File: config.mk
export PLATFORM = sky130hd
export DESIGN_NAME = l2_arbiter
export DESIGN_NICKNAME = d
export VERILOG_FILES = /design/src/rtl/l2_types.sv /design/src/rtl/l2_rr_pick.sv /design/src/rtl/l2_arbiter.sv
export SDC_FILE = /design/constraint.sdc
export NUM_CORES = 1
export LEC_CHECK = 0
export CORE_AREA = 4 4 545 547
export DETAILED_ROUTE_END_ITERATION = 16
export DIE_AREA = 0 0 549 551
export GPL_ROUTABILITY_DRIVEN = 0
export SLEW_MARGIN = 20
export SYNTH_ARGS = -nofsm -noshare
export SYNTH_HDL_FRONTEND = slang
export SYNTH_SLANG_ARGS = --single-unit
File: constraint.sdc
create_clock -name clk -period 8.4 [get_ports clk]
set_input_delay 0.84 -clock clk [delete_from_list [all_inputs] [get_ports clk]]
set_output_delay 0.84 -clock clk [all_outputs]
set_load 0.01 [all_outputs]
File: src/rtl/l2_types.sv
// Shared types for the L2 port arbiter: FSM states, requester identity and
// default address/line widths.
package l2_types;

    localparam int unsigned ADDR_W = 32;
    localparam int unsigned LINE_W = 256;

    typedef logic [ADDR_W-1:0] l2_addr_t;
    typedef logic [LINE_W-1:0] l2_line_t;

    typedef enum logic [1:0] {
        IDLE   = 2'd0,
        BUSY_I = 2'd1,
        BUSY_D = 2'd2
    } arb_state_t;

    typedef enum logic {
        REQ_I = 1'b0,
        REQ_D = 1'b1
    } requester_t;

endpackage

File: src/rtl/l2_rr_pick.sv
// Two-way round-robin picker.
// Ports:
//   req_i, req_d  - pending requests from the I-side and D-side
//   last_grant    - side that won the previous arbitration
//   grant_valid   - at least one request is pending
//   winner        - side to grant; on a tie, the side that did not win last
module l2_rr_pick
    import l2_types::*;
(
    input  logic       req_i,
    input  logic       req_d,
    input  requester_t last_grant,
    output logic       grant_valid,
    output requester_t winner
);

    always_comb begin
        grant_valid = req_i | req_d;
        winner      = REQ_I;
        if (req_i && req_d) begin
            winner = (last_grant == REQ_I) ? REQ_D : REQ_I;
        end else if (req_d) begin
            winner = REQ_D;
        end
    end

endmodule

File: src/rtl/l2_arbiter.sv
// Shares one L2 cache port between the I-side and D-side L1 miss paths.
// The winning request is registered onto the l2_* outputs and held until
// l2_resp; the response and read data are steered back to the owner.
// Ports:
//   clk, rst              - clock, asynchronous active-high reset
//   i_read/i_address      - I-side line read request
//   i_rdata/i_resp        - I-side read data and one-cycle completion
//   d_read/d_write        - D-side line read / writeback request
//   d_address/d_wdata     - D-side address and writeback data
//   d_rdata/d_resp        - D-side read data and one-cycle completion
//   l2_read/l2_write      - registered request to the L2 controller
//   l2_address/l2_wdata   - registered address and write data
//   l2_rdata/l2_resp      - L2 read data and one-cycle completion
module l2_arbiter
    import l2_types::*;
#(
    parameter int unsigned addr_width = ADDR_W,
    parameter int unsigned line_width = LINE_W
) (
    input  logic                  clk,
    input  logic                  rst,
    input  logic                  i_read,
    input  logic [addr_width-1:0] i_address,
    output logic [line_width-1:0] i_rdata,
    output logic                  i_resp,
    input  logic                  d_read,
    input  logic                  d_write,
    input  logic [addr_width-1:0] d_address,
    input  logic [line_width-1:0] d_wdata,
    output logic [line_width-1:0] d_rdata,
    output logic                  d_resp,
    output logic                  l2_read,
    output logic                  l2_write,
    output logic [addr_width-1:0] l2_address,
    output logic [line_width-1:0] l2_wdata,
    input  logic [line_width-1:0] l2_rdata,
    input  logic                  l2_resp
);

    arb_state_t            state_q,      state_d;
    requester_t            last_grant_q, last_grant_d;
    logic                  read_q,       read_d;
    logic                  write_q,      write_d;
    logic [addr_width-1:0] address_q,    address_d;
    logic [line_width-1:0] wdata_q,      wdata_d;

    logic       grant_valid;
    requester_t winner;

    l2_rr_pick u_pick (
        .req_i       (i_read),
        .req_d       (d_read | d_write),
        .last_grant  (last_grant_q),
        .grant_valid (grant_valid),
        .winner      (winner)
    );

    // State and L2 request registers
    always_ff @(posedge clk or posedge rst) begin
        if (rst) begin
            state_q      <= IDLE;
            last_grant_q <= REQ_D;
            read_q       <= 1'b0;
            write_q      <= 1'b0;
            address_q    <= '0;
            wdata_q      <= '0;
        end else begin
            state_q      <= state_d;
            last_grant_q <= last_grant_d;
            read_q       <= read_d;
            write_q      <= write_d;
            address_q    <= address_d;
            wdata_q      <= wdata_d;
        end
    end

    // Next-state: grant from IDLE, hold while busy, release on l2_resp
    always_comb begin
        state_d      = state_q;
        last_grant_d = last_grant_q;
        read_d       = read_q;
        write_d      = write_q;
        address_d    = address_q;
        wdata_d      = wdata_q;
        case (state_q)
            IDLE: begin
                if (grant_valid) begin
                    last_grant_d = winner;
                    if (winner == REQ_I) begin
                        state_d   = BUSY_I;
                        read_d    = 1'b1;
                        write_d   = 1'b0;
                        address_d = i_address;
                        wdata_d   = '0;
                    end else begin
                        // Writeback wins over a simultaneous D-side read
                        state_d   = BUSY_D;
                        read_d    = ~d_write;
                        write_d   = d_write;
                        address_d = d_address;
                        wdata_d   = d_wdata;
                    end
                end
            end
            BUSY_I, BUSY_D: begin
                if (l2_resp) begin
                    state_d = IDLE;
                    read_d  = 1'b0;
                    write_d = 1'b0;
                end
            end
            default: begin
                state_d = IDLE;
                read_d  = 1'b0;
                write_d = 1'b0;
            end
        endcase
    end

    assign l2_read    = read_q;
    assign l2_write   = write_q;
    assign l2_address = address_q;
    assign l2_wdata   = wdata_q;

    // Completion goes only to the current owner; read data is broadcast
    assign i_resp  = l2_resp && (state_q == BUSY_I);
    assign d_resp  = l2_resp && (state_q == BUSY_D);
    assign i_rdata = l2_rdata;
    assign d_rdata = l2_rdata;

endmodule

* After elaboration in Yosys (flattened, before gate mapping)
Cells that the tools add are included.
** Cells by class
- Muxes and demuxes :: 16
- Eq/ne operators :: 4
- Reductions and logical operators :: 7
- Bitwise operators :: 3
** Operators by type and width (count)
- $mux 256 :: 1
- $mux 32 :: 1
- $mux 1 :: 8
- $mux 2 :: 3
- $ne 2x2->1 const B :: 2
- $pmux 1 s2 :: 2
- $pmux 2 s2 :: 1
- $reduce_and 2->1 :: 2
- $logic_and 1x1->1 :: 3
- $eq 2x1->1 const B :: 1
- $eq 2x2->1 const B :: 1
- $logic_not 2->1 :: 1
- $or 1x1->1 :: 2
- $reduce_or 2->1 :: 1
- $not 1->1 :: 1
** Storage, ports and cells
- Register bits :: 293
- Word-level logic and storage cells :: 36

* Longest topological paths before layout
Gate-level depths: netlist of run 1.
- Depth after elaboration :: 6
- Gate-level depth with buffers :: 7
- Mapped depth without buffers :: 5

* Cells and area by module
From an unflattened synthesis of run 1, not the netlist that was laid out.
** Unflattened totals
- Cell total of the unflattened synthesis :: 1792
- Area, all modules :: 15830.2 um2
** Modules (own cells, without submodules)
- l2_arbiter :: instances 1, area each 15816.4 um2, cells an instance 1790, sequential area each 7333.3 um2
- l2_rr_pick :: instances 1, area each 13.8 um2, cells an instance 2, sequential area each 0.0 um2

* Worst setup path after synthesis of run 1
No wires, ideal clock.
- Kind :: input port to flip-flop
- From :: input port d_write
- To :: register wdata_q[100], in the netlist l2_wdata[100]
- Path slack :: 6.387 ns
- Data arrival time :: 1.892 ns
- Setup time :: 0.121 ns
- Path buffers :: 4
- Required time :: 8.279 ns
- Stages :: 7
- Cells stage by stage :: buf_2 > a2bb2oi_2 > and2_1 > buf_4 > buf_6 > buf_6 > a22o_1
** Between the ends
- Longest elaborated chain between the ends :: 4
** Ends and longest elaborated chain
- from (decl) :: RTL line l2_arbiter.sv:27 : input logic d_write,
- $or 1x1->1 (*) :: RTL line l2_arbiter.sv:52 : .req_d (d_read | d_write),
- $mux 1 or $logic_and 1x1->1 (tied branches) :: RTL line l2_rr_pick.sv:22, l2_rr_pick.sv:20
- $mux 1 :: RTL line l2_rr_pick.sv:20 : if (req_i && req_d) begin
- $mux 256 :: RTL line l2_arbiter.sv:89 : if (winner == REQ_I) begin
- to (signal assigned) :: RTL line l2_arbiter.sv:73 : wdata_q <= wdata_d;
- to (decl) :: RTL line l2_arbiter.sv:45 : logic [line_width-1:0] wdata_q, wdata_d;
Every way passes the cells marked *; elsewhere a longest branch is shown, timed or not.
A chain may end at the register's enable or synchronous reset.

* Worst setup path after layout of run 1
- From :: input port l2_resp
- To :: output port i_resp
** Between the ends
- Longest elaborated chain between the ends :: 1
** Ends and longest elaborated chain
- from (decl) :: RTL line l2_arbiter.sv:37 : input logic l2_resp
- $logic_and 1x1->1 :: RTL line l2_arbiter.sv:126 : assign i_resp = l2_resp && (state_q == BUSY_I);
- to (decl) :: RTL line l2_arbiter.sv:25 : output logic i_resp,
No other way between the ends.

==> results_dict.tcl, run 1 <==
set metrics [dict create \
    critical_path.max_fanout 3 \
    synthesis.instances 1249 \
    vias_per_cell 2.02 \
    number_of_global_route_vias_before_repair 11100 \
    clock-sinks 293 \
    nets 1928 \
    total_of_flip_flops_plus_latches_after_synthesis 293 \
    drive_gt1_share_pct 6.97 \
    clk-insertion-delay-late_ps 670 \
    rsz0062_at_grt "no" \
    synth_cell_types 22 \
    crit_top_cell "sky130_fd_sc_hd__clkdlybuf4s50_1" \
    htree_num_levels 2 \
    drc_errors 0 \
    number_of_setup_buffers_added_after_cts 0 \
    cts.root.buffer_cell "sky130_fd_sc_hd__clkbuf_16" \
    synth.net_count 1834 \
    max-cap-violations 0 \
    worst_ir_drop_vdd_mv 0.287 \
    floorplan.core_area_um2 293000 \
    fp-row-count 199 \
    ant_nets 0 \
    worst_setup_path_start_kind "input pin" \
    worst_hold_path.num_cells 2 \
    initial_utilization_pct 5.03 \
    finalCriticalPeriod_ps 3220 \
    yosys_warnings 0 \
    worstPathArrival_ps 2380 \
    max_stage_delay_ps 840 \
    fin_crit_sh_pct 38.3 \
    worst_path_dominant_cell_family "buffers and inverters" \
    pre_cts_slack_ps 4400 \
    cts_hold_buffers 0 \
    setup_viol 0 \
    max_slew.worst_pin.slew_ps 945 \
    logic_depth_of_the_worst_register_to_register_path 6 \
    worstHoldPathType "reg -> reg" \
    path_class "in -> out" \
    routed-via-count 10700 \
    drt_iter0_markers 678 \
    place.detailed.hpwl_mm 133 \
    worstSetupEndpointType "output pin" \
    i_o_pin_total 1386 \
    power_density_nw_per_um2 417 \
    grt_start_max_net_pins 165 \
    clkTransAtPathRegs_ps 60 \
    cp_num_cells 3 \
    run_status "completed" \
    global_route_wire_length_before_repair_mm 175 \
    number_of_antenna_violations_at_the_first_check_in_global_routing 98 \
    tritoncts "done" \
    placement.io_buffers 617 \
    tritoncts.num_buffers 45 \
    static-leakage-power_nw 8.26 \
    area_growth_from_synthesis_to_layout_pct 57.9 \
    mean_instance_size_in_the_synthesized_netlist_um2 11.8 \
    drt_first_pass_iters 5 \
    critPathBufInv 2 \
    wirelength_mm 151 \
    highest_clock_frequency_the_design_can_meet_mhz 311 \
    gr-total-overflow 0 \
    dieHeight_um 551 \
    seq_area_frac_synth_pct 49.8 \
    clock_skew_ps 34.0 \
    gr-usage-all-layers_pct 9.50 \
    timing.critical_path.required_ps 7560 \
    finalMaxSlewViolations 0 \
    setup_tns_ps 0 \
    postCtsResizedCells 0 \
    post-route-worst-setup-slack_ps 5180 \
    fp.dieArea_um2 302000 \
    worstPathCellList "clkdlybuf4s50_1 -> and2_1 -> clkdlybuf4s50_1" \
    critPathSlowestCell "sky130_fd_sc_hd__clkdlybuf4s50_1" \
    die_width_um 549 \
    final-hold-violation-count 0 \
    cts.path.max_buffers 3 \
    max-slew-margin-rel_pct 37.0 \
    detail_route.wl_per_cell_um 28.4 \
    syn-cell-area_um2 14700 \
]
-- final cells by class --
type,instances,area [um2]
Antenna cell,14,35.0
Clock buffer,52,1210
Clock inverter,30,385
Tap cell,3919,4900
Timing Repair Buffer,627,6310
Sequential cell,293,7330
Multi-Input combinational cell,373,3040
Fill cell,33800,269000
Inverter,3,15.0
-- flip-flops by register name, indices dropped and copies added, names as in the netlist --
register      count
l2_wdata        256
l2_address       32
state_q           2
l2_read           1
l2_write          1
last_grant_q      1
-- synth_stat cells (all sizes together) --
library cell | count | area share [%]
a21o | 2 | 0.10
nor2 | 1 | 0.025
ha | 3 | 0.26
buf | 575 | 29
clkbuf | 5 | 0.13
nand2 | 35 | 0.89
mux2i | 32 | 2.2
o21ai | 33 | 1.1
a2bb2oi | 1 | 0.10
dfrtp | 292 | 50
o2bb2ai | 1 | 0.10
o31ai | 1 | 0.14
nor2b | 1 | 0.043
nor3 | 1 | 0.034
a22o | 258 | 15
dfstp | 1 | 0.18
inv | 3 | 0.076
and2 | 3 | 0.13
a32o | 1 | 0.068
-- through the flow --
step	cell area [um2]	cells	total power [mW]	utilization [%]	hold WS, ps
after floorplan	14700	1249	4.52	-	500
after global routing	23200	5305	10.4	7.94	512
final	23200	5311	9.69	7.94	488
after global placement	21600	5215	7.68	7.38	467
after detailed placement	21600	5215	7.73	7.38	475
after CTS	23200	5297	9.99	7.93	492
-- metal layers --
layer / share of wire, % / vias to the layer above / track usage (%)
li1: - / 4060 / -
met1: 28 / 4876 / 7.87
met2: 38 / 1271 / 12.7
met3: 27 / 522 / 11.8
met4: 6.1 / 6 / 5.26
met5: 0.082 / - / 0.250
-- worst paths after layout --
path	startpoint	endpoint	slack, ps
setup / recovery	l2_resp	i_resp	5180
min in group asynchronous	rst	l2_read$_DFFE_PP0P_	700
max in group asynchronous	rst	l2_wdata[250]$_DFFE_PP0P_	6300
hold reg to reg	l2_address[1]$_DFFE_PP0P_	l2_address[1]$_DFFE_PP0P_	490
hold / removal	l2_address[1]$_DFFE_PP0P_	l2_address[1]$_DFFE_PP0P_	490
setup reg to reg	state_q[1]$_DFFE_PP0P_	l2_address[13]$_DFFE_PP0P_	5730
-- layout by cell type (no fill, tap or decap) --
| cell | n |
|---|---|
| sky130_fd_sc_hd__o21ai_1 | 28 |
| sky130_fd_sc_hd__clkbuf_1 | 2 |
| sky130_fd_sc_hd__o21ai_0 | 5 |
| sky130_fd_sc_hd__bufinv_16 | 6 |
| sky130_fd_sc_hd__clkinvlp_4 | 9 |
| sky130_fd_sc_hd__dfstp_2 | 1 |
| sky130_fd_sc_hd__clkbuf_8 | 4 |
| sky130_fd_sc_hd__ha_1 | 3 |
| sky130_fd_sc_hd__inv_1 | 2 |
| sky130_fd_sc_hd__nor2b_1 | 1 |
| sky130_fd_sc_hd__inv_6 | 8 |
| sky130_fd_sc_hd__a22o_1 | 258 |
| sky130_fd_sc_hd__buf_12 | 5 |
| sky130_fd_sc_hd__and2_4 | 1 |
| sky130_fd_sc_hd__clkinv_16 | 1 |
| sky130_fd_sc_hd__o31ai_4 | 1 |
| sky130_fd_sc_hd__a32o_1 | 1 |
| sky130_fd_sc_hd__clkbuf_16 | 46 |
| sky130_fd_sc_hd__nor3_1 | 1 |
| sky130_fd_sc_hd__buf_4 | 5 |
| sky130_fd_sc_hd__nand2_1 | 35 |
| sky130_fd_sc_hd__a21o_1 | 2 |
| sky130_fd_sc_hd__o2bb2ai_4 | 1 |
| sky130_fd_sc_hd__clkinv_4 | 1 |
| sky130_fd_sc_hd__inv_8 | 1 |
| sky130_fd_sc_hd__diode_2 | 14 |
| sky130_fd_sc_hd__dfrtp_1 | 292 |
| sky130_fd_sc_hd__clkinv_2 | 5 |
| sky130_fd_sc_hd__a2bb2oi_2 | 1 |
| sky130_fd_sc_hd__nor2_1 | 1 |
| sky130_fd_sc_hd__mux2i_1 | 32 |
| sky130_fd_sc_hd__clkdlybuf4s50_1 | 617 |
| sky130_fd_sc_hd__and2_1 | 2 |
-- power by group --
part	switching, mW	internal [mW]
Sequential	0.495	2.15
Clock	0.868	1.24
Combinational	2.96	1.98
-- worst min-delay path, delay by kind of cell (launching register included) --
| kind | cells | cell delay [ps] |
|---|---|---|
| compound gates | 1 | 60 |
| flops | 1 | 340 |
| simple gates | 1 | 50 |
-- cell families after synthesis --
group	share of synthesized area (%)
muxes	2.18
and+or+nand+nor	1.12
buffers and inverters	29.6
DFF	49.8
adders and majority gates	0.255
AOI/OAI and AO/OA	17.0
Power figures use the tool's default switching activity.
==> run 2, diff against run 1 <==
==> constraint.sdc (replaced) <==
create_clock -name clk -period 2.9 [get_ports clk]
set_input_delay 0.29 -clock clk [delete_from_list [all_inputs] [get_ports clk]]
set_output_delay 0.29 -clock clk [all_outputs]
set_load 0.01 [all_outputs]
==> run 2 against run 1 <==
Utilization increased by 0.085 points. Sequential share of layout area decreased by 0.33 points. Die area unchanged. Critical path depth increased by 1. First-iteration DRC count decreased by 11%. Register-to-register slack got worse by 4700 ps. Clock skew increased by 13 ps. Critical path type is now reg -> out. Critical endpoint unchanged. Highest routed layer unchanged.
==> results_dict.tcl, run 2 (synthesis results as in run 1) <==
set metrics [dict create \
    run_status "completed" \
    tritoncts.num_buffers 43 \
    clk-insertion-delay-late_ps 660 \
    fin_crit_sh_pct 88.2 \
    power_density_nw_per_um2 1190 \
    area_growth_from_synthesis_to_layout_pct 59.6 \
    gr-total-overflow 0 \
    layout.cells.most_common "sky130_fd_sc_hd__clkdlybuf4s50_1" \
    gr-max-usage-layer "met2" \
    gr-usage-all-layers_pct 9.45 \
    wirelength_mm 150 \
    final_cells 5337 \
    drc_errors 0 \
    nets 1959 \
    number_of_antenna_violations_at_the_first_check_in_global_routing 81 \
    placed_cells_incl_taps 5248 \
    placement.io_buffers 617 \
    worst_r2r_startpoint "last_grant_q$_DFFE_PP1P_" \
    max-cap-violations 0 \
    cts_hold_buffers 0 \
    final-hold-violation-count 0 \
    critical_path.max_fanout 3 \
    dieHeight_um 551 \
    detailed_place.area_um2 22000 \
    place.detailed.hpwl_mm 136 \
    worstPathArrival_ps 2270 \
    fp.dieArea_um2 302000 \
    path_class "reg -> out" \
    max_slew.worst_pin.slew_ps 754 \
    number_of_setup_buffers_added_after_cts 0 \
    rsz0062_at_grt "no" \
    finalCriticalPeriod_ps 2560 \
    die_width_um 549 \
    clkTransAtPathRegs_ps 60 \
    final.hold.worst_slack_ps 204 \
    hold_path_startpoint "d_wdata[212]" \
    drt_iter0_markers 603 \
    max-slew-margin-rel_pct 49.6 \
    worst_hold_path.num_cells 2 \
    tritoncts "done" \
    detail_route.wl_per_cell_um 28.2 \
    final.fill_count 33800 \
    cts.path.max_buffers 3 \
    routed-via-count 10700 \
    setup_viol 0 \
    logic_depth_of_the_worst_register_to_register_path 4 \
    worstSetupEndpointType "output pin" \
    drive_gt1_share_pct 8.53 \
    worst_path_dominant_cell_family "buffers and inverters" \
    critPathBufInv 2 \
    drt_first_pass_iters 4 \
    grtUsageMet3_pct 11.5 \
    initial_utilization_pct 5.03 \
    timing.critical_path.required_ps 2610 \
    global_route.usage.met2_pct 12.7 \
    final_util_pct 8.03 \
    highest_clock_frequency_the_design_can_meet_mhz 391 \
    postCtsResizedCells 0 \
    min_delay_worst_endpoint "l2_wdata[212]$_DFFE_PP0P_" \
    worst_setup_path_start_kind "flip-flop" \
    worstPathCellList "inv_1 -> ha_1 -> and2_1 -> clkdlybuf4s50_1" \
    floorplan.core_area_um2 293000 \
    grt_util_met1_pct 7.95 \
    max_stage_delay_ps 840 \
    vias_per_cell 2.01 \
    clock_skew_ps 47.2 \
    static-leakage-power_nw 8.42 \
    fp-row-count 199 \
    number_of_global_route_vias_before_repair 11300 \
    critPathSlowestCell "sky130_fd_sc_hd__clkdlybuf4s50_1" \
    cts.root.buffer_cell "sky130_fd_sc_hd__clkbuf_16" \
    overall_power_consumption_mw 28.0 \
    largest_register_ff_count 256 \
    grt_start_max_net_pins 94 \
    r2r_slack_ps 1040 \
    final_cell_mix "sky130_fd_sc_hd__clkdlybuf4s50_1, sky130_fd_sc_hd__dfrtp_1, sky130_fd_sc_hd__a22o_1, sky130_fd_sc_hd__clkbuf_16, sky130_fd_sc_hd__nand2_1" \
    htree_num_levels 2 \
    crit_path_start "state_q[1]$_DFFE_PP0P_" \
    finalMaxSlewViolations 0 \
    global_route_wire_length_before_repair_mm 174 \
    worstHoldPathType "in -> reg" \
    ant_nets 0 \
    i_o_pin_total 1386 \
    r2r_end "l2_address[0]$_DFFE_PP0P_" \
    clock-sinks 293 \
    worst_ir_drop_vdd_mv 0.578 \
    stdcell_area_um2 23500 \
]
-- run 2: cell types whose count changed in the layout (fill, tap and decap cells not counted), sizes merged --
cell      previous run  this run
diode               14        11
inv                 11         6
clkbuf              52        58
clkinvlp             9         6
bufinv               6         5
clkinv               7         6
buf                 10        43
-- run 2: worst reg2reg max path, cell delays in order, from the launching register on --
cell and delay (ps):
sky130_fd_sc_hd__dfstp_2 570, sky130_fd_sc_hd__o2bb2ai_4 140, sky130_fd_sc_hd__buf_12 230, sky130_fd_sc_hd__mux2i_1 670
sky130_fd_sc_hd__o21ai_1 110
-- run 2: layout make-up --
type,count,area [um2],share of cell area [%]
sequential,293,7330,31.2
timing repair buffer,660,6670,28.4
tap,3919,4900,20.9
multi-input combinational,373,3040,12.9
clock buffer,58,1210,5.16
clock inverter,20,283,1.20
antenna,11,27.5,0.117
inverter,3,15.0,0.0639
-- run 2: worst max path at each step --
stage	endpoint	slack (ps)	cells after the start
finish	i_resp	340	4
global route	i_resp	230	4
CTS	i_resp	220	4
detailed placement	l2_address[0]$_DFFE_PP0P_	310	5
global placement	l2_address[0]$_DFFE_PP0P_	370	5
floorplan	l2_address[0]$_DFFE_PP0P_	-1280	1
-- run 2: routing by layer --
| layer | vias up | routed length [um] |
|---|---|---|
| met4 | 8 | 8550 |
| li1 | 4116 | - |
| met5 | - | 126 |
| met3 | 489 | 40100 |
| met2 | 1150 | 58200 |
| met1 | 4946 | 43500 |
-- run 2: per-stage QoR --
step           TNS, ps  setup slack (ps)
4_1_cts              0               223
5_1_grt              0               230
2_1_floorplan  -373510             -1280
3_3_place_gp         0               372
3_5_place_dp         0               313
6_report             0               343
-- run 2: where the power goes --
part / switching [mW] / total, mW / internal, mW
combinational: 8.64 / 14.7 / 6.03
sequential: 1.40 / 7.64 / 6.23
clock: 2.28 / 5.68 / 3.40
total: 12.3 / 28.0 / 15.7
